==> config.mk <==
export PLATFORM = sky130hd
export DESIGN_NAME = score_writer
export DESIGN_NICKNAME = d
export VERILOG_FILES = /design/src/rtl/score_writer.sv
export SDC_FILE = /design/constraint.sdc
export NUM_CORES = 1
export LEC_CHECK = 0
export ABC_AREA = 1
export ABC_CLOCK_PERIOD_IN_PS = 8450
export CORE_MARGIN = 5
export CORE_UTILIZATION = 35
export DETAILED_ROUTE_END_ITERATION = 6
export PLACE_DENSITY = 0.61
export SETUP_SLACK_MARGIN = 0.4
export SLEW_MARGIN = 20
export SYNTH_ARGS = -nofsm -noshare
export SYNTH_HDL_FRONTEND = slang
export SYNTH_SLANG_ARGS = --single-unit
==> constraint.sdc <==
create_clock -name clk_in -period 8.45 [get_ports clk_in]
set_clock_uncertainty 0.05 [all_clocks]
set_input_delay 1.69 -clock clk_in [delete_from_list [all_inputs] [get_ports clk_in]]
set_output_delay 1.69 -clock clk_in [all_outputs]
set_load 0.03 [all_outputs]
==> src/rtl/score_writer.sv <==
// Turns note/rest duration events into linear score words in a single-port RAM, with bar lines per measure.
// Build option TIE_SPLIT_EN: an event that overruns the measure is tied and its remainder carries over.
module score_writer #(
   parameter int MEM_DEPTH       = 1024,
   parameter int MEASURE_EIGHTHS = 8,
   parameter int FIFO_DEPTH      = 4,
   localparam int ADDR_W         = $clog2(MEM_DEPTH)
) (
   input  logic              clk_in,
   input  logic              rst_in,
   input  logic              start_in,
   input  logic              stop_in,
   input  logic              event_valid_in,
   input  logic [5:0]        event_tone_in,
   input  logic [7:0]        event_dur_in,
   output logic              wr_en_out,
   output logic [ADDR_W-1:0] wr_addr_out,
   output logic [10:0]       wr_data_out,
   output logic              busy_out,
   output logic              done_out,
   output logic [ADDR_W-1:0] word_count_out,
   output logic              overflow_out
);

   // state  | meaning
   // IDLE   | waiting for start_in
   // RECORD | pop FIFO, write event word
   // BAR    | write one bar word, FIFO holds
   // FLUSH  | drain FIFO, then write END
   // DONE   | score complete, start_in restarts
   typedef enum logic [2:0] {S_IDLE, S_RECORD, S_BAR, S_FLUSH, S_DONE} state_t;

   localparam int PTR_W = $clog2(FIFO_DEPTH);
   localparam logic [ADDR_W-1:0] LAST      = ADDR_W'(MEM_DEPTH - 1);
   localparam logic [ADDR_W-1:0] ADDR_ONE  = ADDR_W'(1);
   localparam logic [PTR_W-1:0]  PTR_ONE   = PTR_W'(1);
   localparam logic [PTR_W:0]    CNT_ONE   = (PTR_W + 1)'(1);
   localparam logic [PTR_W:0]    CNT_FULL  = (PTR_W + 1)'(FIFO_DEPTH);
   localparam logic [4:0]        M5        = 5'(MEASURE_EIGHTHS);
   localparam logic [10:0]       WORD_BAR  = 11'h400;
   localparam logic [10:0]       WORD_END  = 11'h600;

   state_t            state;
   logic [3:0]        fill;
   logic              flush_pend;

   logic [8:0]        fifo_mem [FIFO_DEPTH];
   logic [PTR_W-1:0]  rd_ptr, wr_ptr;
   logic [PTR_W:0]    fifo_cnt;

   logic              dur_rest, onehot;
   logic [3:0]        nib;
   logic [1:0]        dur_code;
   logic              fifo_empty, fifo_full;
   logic              start_acc, recording, drain, at_last;
   logic              push_req, push, pop, drop, mem_hit, fifo_clr;
   logic [ADDR_W-1:0] addr_now;
   logic [8:0]        head;
   logic [4:0]        sum;
   logic              tie_bit;
   logic [3:0]        fill_over;

   assign dur_rest   = |event_dur_in[7:4];
   assign nib        = dur_rest ? event_dur_in[7:4] : event_dur_in[3:0];
   assign dur_code   = {nib[3] | nib[2], nib[3] | nib[1]};
   assign onehot     = (event_dur_in != 8'd0) && ((event_dur_in & (event_dur_in - 8'd1)) == 8'd0);

   assign fifo_empty = (fifo_cnt == '0);
   assign fifo_full  = (fifo_cnt == CNT_FULL);
   assign start_acc  = start_in && (state == S_IDLE || state == S_DONE);
   // Intake stays open during the one-cycle bar so a steady event stream is not lost.
   assign recording  = (state == S_RECORD) || (state == S_BAR);
   assign drain      = (state == S_RECORD && !stop_in) || (state == S_FLUSH);
   // Pointer saturates at the END slot so word_count never wraps past the last address.
   assign addr_now   = (wr_en_out && wr_addr_out != LAST) ? wr_addr_out + ADDR_ONE : wr_addr_out;
   assign at_last    = (addr_now == LAST);
   assign pop        = drain && !fifo_empty && !at_last;
   assign mem_hit    = (drain && !fifo_empty && at_last) || (state == S_BAR && at_last);
   assign fifo_clr   = start_acc || mem_hit;
   assign push_req   = recording && event_valid_in && onehot;
   assign push       = push_req && (!fifo_full || pop);
   assign drop       = push_req && fifo_full && !pop;

   assign head       = fifo_mem[rd_ptr];
   assign sum        = {1'b0, fill} + (5'd1 << head[7:6]);

`ifdef TIE_SPLIT_EN
   logic [4:0] diff;
   assign diff      = sum - M5;
   assign tie_bit   = (sum > M5);
   // A remainder longer than a whole measure is clamped to just under one measure.
   assign fill_over = (diff >= M5) ? M5[3:0] - 4'd1 : diff[3:0];
`else
   assign tie_bit   = 1'b0;
   assign fill_over = 4'd0;
`endif

   assign word_count_out = wr_addr_out;

   always_ff @(posedge clk_in) begin
      if (push) fifo_mem[wr_ptr] <= {dur_rest, dur_code, event_tone_in};
   end

   always_ff @(posedge clk_in) begin
      if (rst_in || fifo_clr) begin
         rd_ptr   <= '0;
         wr_ptr   <= '0;
         fifo_cnt <= '0;
      end else begin
         if (push) wr_ptr <= wr_ptr + PTR_ONE;
         if (pop)  rd_ptr <= rd_ptr + PTR_ONE;
         case ({push, pop})
            2'b10:   fifo_cnt <= fifo_cnt + CNT_ONE;
            2'b01:   fifo_cnt <= fifo_cnt - CNT_ONE;
            default: fifo_cnt <= fifo_cnt;
         endcase
      end
   end

   always_ff @(posedge clk_in) begin
      if (rst_in) begin
         state        <= S_IDLE;
         fill         <= '0;
         flush_pend   <= 1'b0;
         wr_en_out    <= 1'b0;
         wr_addr_out  <= '0;
         wr_data_out  <= '0;
         busy_out     <= 1'b0;
         done_out     <= 1'b0;
         overflow_out <= 1'b0;
      end else begin
         wr_en_out   <= 1'b0;
         wr_addr_out <= addr_now;
         if (drop) overflow_out <= 1'b1;
         case (state)
            S_IDLE, S_DONE: begin
               if (start_acc) begin
                  state        <= S_RECORD;
                  busy_out     <= 1'b1;
                  done_out     <= 1'b0;
                  wr_addr_out  <= '0;
                  fill         <= '0;
                  flush_pend   <= 1'b0;
                  overflow_out <= 1'b0;
               end else begin
                  done_out <= (state == S_DONE);
               end
            end
            S_RECORD, S_FLUSH: begin
               if (state == S_RECORD && stop_in) begin
                  state <= S_FLUSH;
               end else if (mem_hit) begin
                  wr_en_out    <= 1'b1;
                  wr_data_out  <= WORD_END;
                  overflow_out <= 1'b1;
                  busy_out     <= 1'b0;
                  state        <= S_DONE;
               end else if (pop) begin
                  wr_en_out   <= 1'b1;
                  wr_data_out <= {1'b0, head[8], head[7:6], head[5:0], (sum >= M5) && tie_bit};
                  if (sum < M5) begin
                     fill <= sum[3:0];
                  end else begin
                     fill       <= fill_over;
                     flush_pend <= (state == S_FLUSH);
                     state      <= S_BAR;
                  end
               end else if (state == S_FLUSH) begin
                  wr_en_out   <= 1'b1;
                  wr_data_out <= WORD_END;
                  busy_out    <= 1'b0;
                  state       <= S_DONE;
               end
            end
            S_BAR: begin
               wr_en_out <= 1'b1;
               if (mem_hit) begin
                  wr_data_out  <= WORD_END;
                  overflow_out <= 1'b1;
                  busy_out     <= 1'b0;
                  state        <= S_DONE;
               end else begin
                  wr_data_out <= WORD_BAR;
                  state       <= (stop_in || flush_pend) ? S_FLUSH : S_RECORD;
               end
            end
            default: begin
               state    <= S_IDLE;
               busy_out <= 1'b0;
            end
         endcase
      end
   end

endmodule

==> impl_metrics.env <==
export IMPL_power_density_nw_per_um2=175
export IMPL_antenna_left=0
export IMPL_area_growth_syn_to_layout_pct=21.8
export IMPL_cts_root_buf="clkbuf_16"
export IMPL_crit_path_end_kind="flip-flop"
export IMPL_required_ps=8360
export IMPL_report_final_slew_viol_count=0
export IMPL_dr_pass1_iters=4
export IMPL_antennaDiodeCount=0
export IMPL_synth_top_area_cell="edfxtp_1"
export IMPL_clock_path_buffers=2
export IMPL_grt_start_max_net_pins=20
export IMPL_async_flop_share_pct=0
export IMPL_reg2reg_setup_slack_ps=4930
export IMPL_crit_family="simple AND/OR/NAND/NOR gates"
export IMPL_crit_fanout=9
export IMPL_cap_violations=0
export IMPL_cp_num_buf_inv=1
export IMPL_synth_top_area_share_pct=27.5
export IMPL_die_y_um=116
export IMPL_via_count=3225
export IMPL_ctsHoldBuffers=0
export IMPL_grt_pass1_vias=2844
export IMPL_post_route_period_util_pct=47.4
export IMPL_syn_cell_area_um2=3940
export IMPL_cp_cell_sequence="clkdlybuf4s50_1 -> nor2_1 -> nand3_1 -> nand2_1 -> nand3_1 -> nor4_4 -> nand2_4 -> nor2_1"
export IMPL_nNetsFinal=552
export IMPL_start_kind="input port"
export IMPL_fp_dieArea_um2=13500
export IMPL_pwr_share_clk_pct=44.4
export IMPL_crit_path_start="event_dur_in[1]"
export IMPL_finalSetupTns_ps=0
export IMPL_yosysMostFrequentCell="nand2_1"
export IMPL_place_congestion=0.849
export IMPL_drc=0
export IMPL_cts_resized=0
export IMPL_power_switching_uw=215
export IMPL_yosys_top_cells_count="nand2_1, nor2_1, inv_1, dfxtp_1, edfxtp_1"
export IMPL_dp_hpwl_um=6370
export IMPL_first_iter_violations=216
export IMPL_ir_drop_mv=0.114
export IMPL_critical_path_cell_count=8
export IMPL_ys_seq_elements=77
export IMPL_syn_inst=478
export IMPL_ys_warnings_count=0
export IMPL_port_buffers=52
export IMPL_tightest_slew_ps=834
export IMPL_yosysSeqAreaShare_pct=48.3
export IMPL_grt_pass1_wl_um=14000
export IMPL_status="complete, no violations"
export IMPL_antenna_found_initial=0
export IMPL_worstRegToRegCells=14
export IMPL_cp_slowest_cell="nor2_1"
export IMPL_setup_viol=0
export IMPL_p_int_uw=625
export IMPL_clock_sinks=77
export IMPL_numCtsBuffers=9
export IMPL_rsz0062_at_grt="false"
export IMPL_final_layout_size_suffix_gt1_share_pct=8.16
export IMPL_cp_endpoint="fifo_mem[2][7]$_DFFE_PP_"
export IMPL_yosysUniqueCellTypes=39
export IMPL_fmax_mhz=250
export IMPL_synth_fp_nets=508
export IMPL_hp_class="reg2reg"
export IMPL_synth_edf_count=36
export IMPL_netlist_top_cells_area="edfxtp_1, dfxtp_1, nand2_1, nor2_1, inv_1"
export IMPL_cts_setup_buffers=0
export IMPL_grt_overflow=0
export IMPL_core_um2=10900
export IMPL_avgSynthCellArea_um2=8.23
export IMPL_cts_tree="yes"
export IMPL_die_x_um=116
export IMPL_fill_cells=1074
export IMPL_finalHoldViolations=0
export IMPL_leakage_uw=0.00181
export IMPL_swShare_pct=25.6
export IMPL_std_cell_rows=38
export IMPL_whs_path_depth=2
export IMPL_clk_latency_ps=330
export IMPL_clk_pin_slew_ps=70
export IMPL_slew_headroom_pct=44.2
export IMPL_wl_per_cell_um=12.9
export IMPL_io_pins=54
export IMPL_path_class="in2reg"
export IMPL_slowest_delay_ps=660
export IMPL_cp_arrival_ps=3910
export IMPL_wl_um=8620
export IMPL_seq_power_share_pct=47.4
export IMPL_p_comb_share_pct=8.2
export IMPL_r2r_end="state[2]$_SDFFE_PP0P_"
export IMPL_initial_core_util_pct=36.0
export IMPL_avgViaCountPerCell=4.84
export IMPL_h_tree_depth=3
export IMPL_post_route_min_period_ps=4010
export IMPL_holdWs_ps=405
export IMPL_grtUsageTotal_pct=13.2
export IMPL_synth_flop_cell="dfxtp_1"
==> stage by stage <==
stage | utilization (%) | cells | setup slack (ps) | total power, uW | area [um2]
detailed placement | 41.2 | 651 | 4050 | 475 | 4500
CTS | 43.8 | 667 | 4400 | 849 | 4790
floorplan | - | 478 | 4900 | 449 | 3940
finish | 43.8 | 667 | 4440 | 840 | 4790
global route | 43.8 | 667 | 4210 | 874 | 4790
global placement | 41.2 | 651 | 4200 | 475 | 4500
==> power by group through the flow <==
stage	sequential (uW)	combinational, uW	clock [uW]
detailed placement	407	68.1	0
floorplan	410	38.7	0
global route	399	76.0	399
global placement	407	67.9	0
finish	398	68.4	373
CTS	399	68.4	382
==> layer usage <==
layer  vias to the layer above  part of all wire [%]  track usage [%]
li1                       1648                     -                -
met1                      1475                    48             18.8
met2                        90                    45             20.1
met3                        12                   5.6             2.77
met4                         0                   1.5             4.25
met5                         -                     0                0
==> tightest hold or removal path, stage by stage, from the launching register on <==
cell	delay, ps
dfxtp_1	320
nand2_1	70
nor2_1	30
==> area by class of cell <==
class,count,area [um2],share of cell area (%)
sequential,77,1900,39.7
multi-input combinational,319,1670,34.8
timing repair buffer,52,520,10.9
inverter,63,239,4.99
clock buffer,9,225,4.70
tap,140,175,3.66
clock inverter,7,63.8,1.33
==> cells by family after synthesis <==
kind of cell	after synthesis	synth area share (%)
flip-flops	77	48.3
AO/OA/AOI/OAI	67	9.28
XOR/XNOR	4	0.890
AND/OR/NAND/NOR	236	28.2
other	1	0.0953
buffers and inverters	82	9.32
adder cells (fa/ha/maj)	11	3.88
==> placed cells by master, fill, tap and decap left out, types with 2 or more instances in the layout <==
cell and n:
a21oi_1 27, a32oi_1 2, clkbuf_16 9, clkdlybuf4s50_1 52
clkinv_1 4, clkinvlp_4 2, dfxtp_1 41, edfxtp_1 36
fa_1 2, ha_1 9, inv_1 57, inv_6 2
inv_8 2, nand2_1 97, nand2_2 7, nand2_4 3
nand3_1 31, nand3_2 3, nand3b_1 2, nand4_1 10
nor2_1 67, nor2_2 4, nor2_4 3, nor3_1 4
o21ai_0 24, o21ai_1 2, o22ai_1 8, o31ai_1 2
xor2_1 3
==> sequential cells by signal, summed over array words and instances, names as in the netlist, named ones only <==
name,count
fifo_mem,36
word_count_out,10
wr_data_out,10
fill,4
fifo_cnt,3
state,3
rd_ptr,2
wr_ptr,2
busy_out,1
done_out,1
flush_pend,1
overflow_out,1
wr_en_out,1
==> worst min path at each step <==
| stage | startpoint | endpoint | slack [ps] |
|---|---|---|---|
| floorplan | fill[3]$_SDFFE_PP0P_ | fill[3]$_SDFFE_PP0P_ | 370 |
| finish | fill[3]$_SDFFE_PP0P_ | fill[3]$_SDFFE_PP0P_ | 400 |
| detailed placement | fill[3]$_SDFFE_PP0P_ | fill[3]$_SDFFE_PP0P_ | 390 |
| global placement | fill[3]$_SDFFE_PP0P_ | fill[3]$_SDFFE_PP0P_ | 390 |
| global route | fill[3]$_SDFFE_PP0P_ | fill[3]$_SDFFE_PP0P_ | 430 |
| CTS | fill[3]$_SDFFE_PP0P_ | fill[3]$_SDFFE_PP0P_ | 410 |
Note: power is estimated with default switching activity, not from simulation.
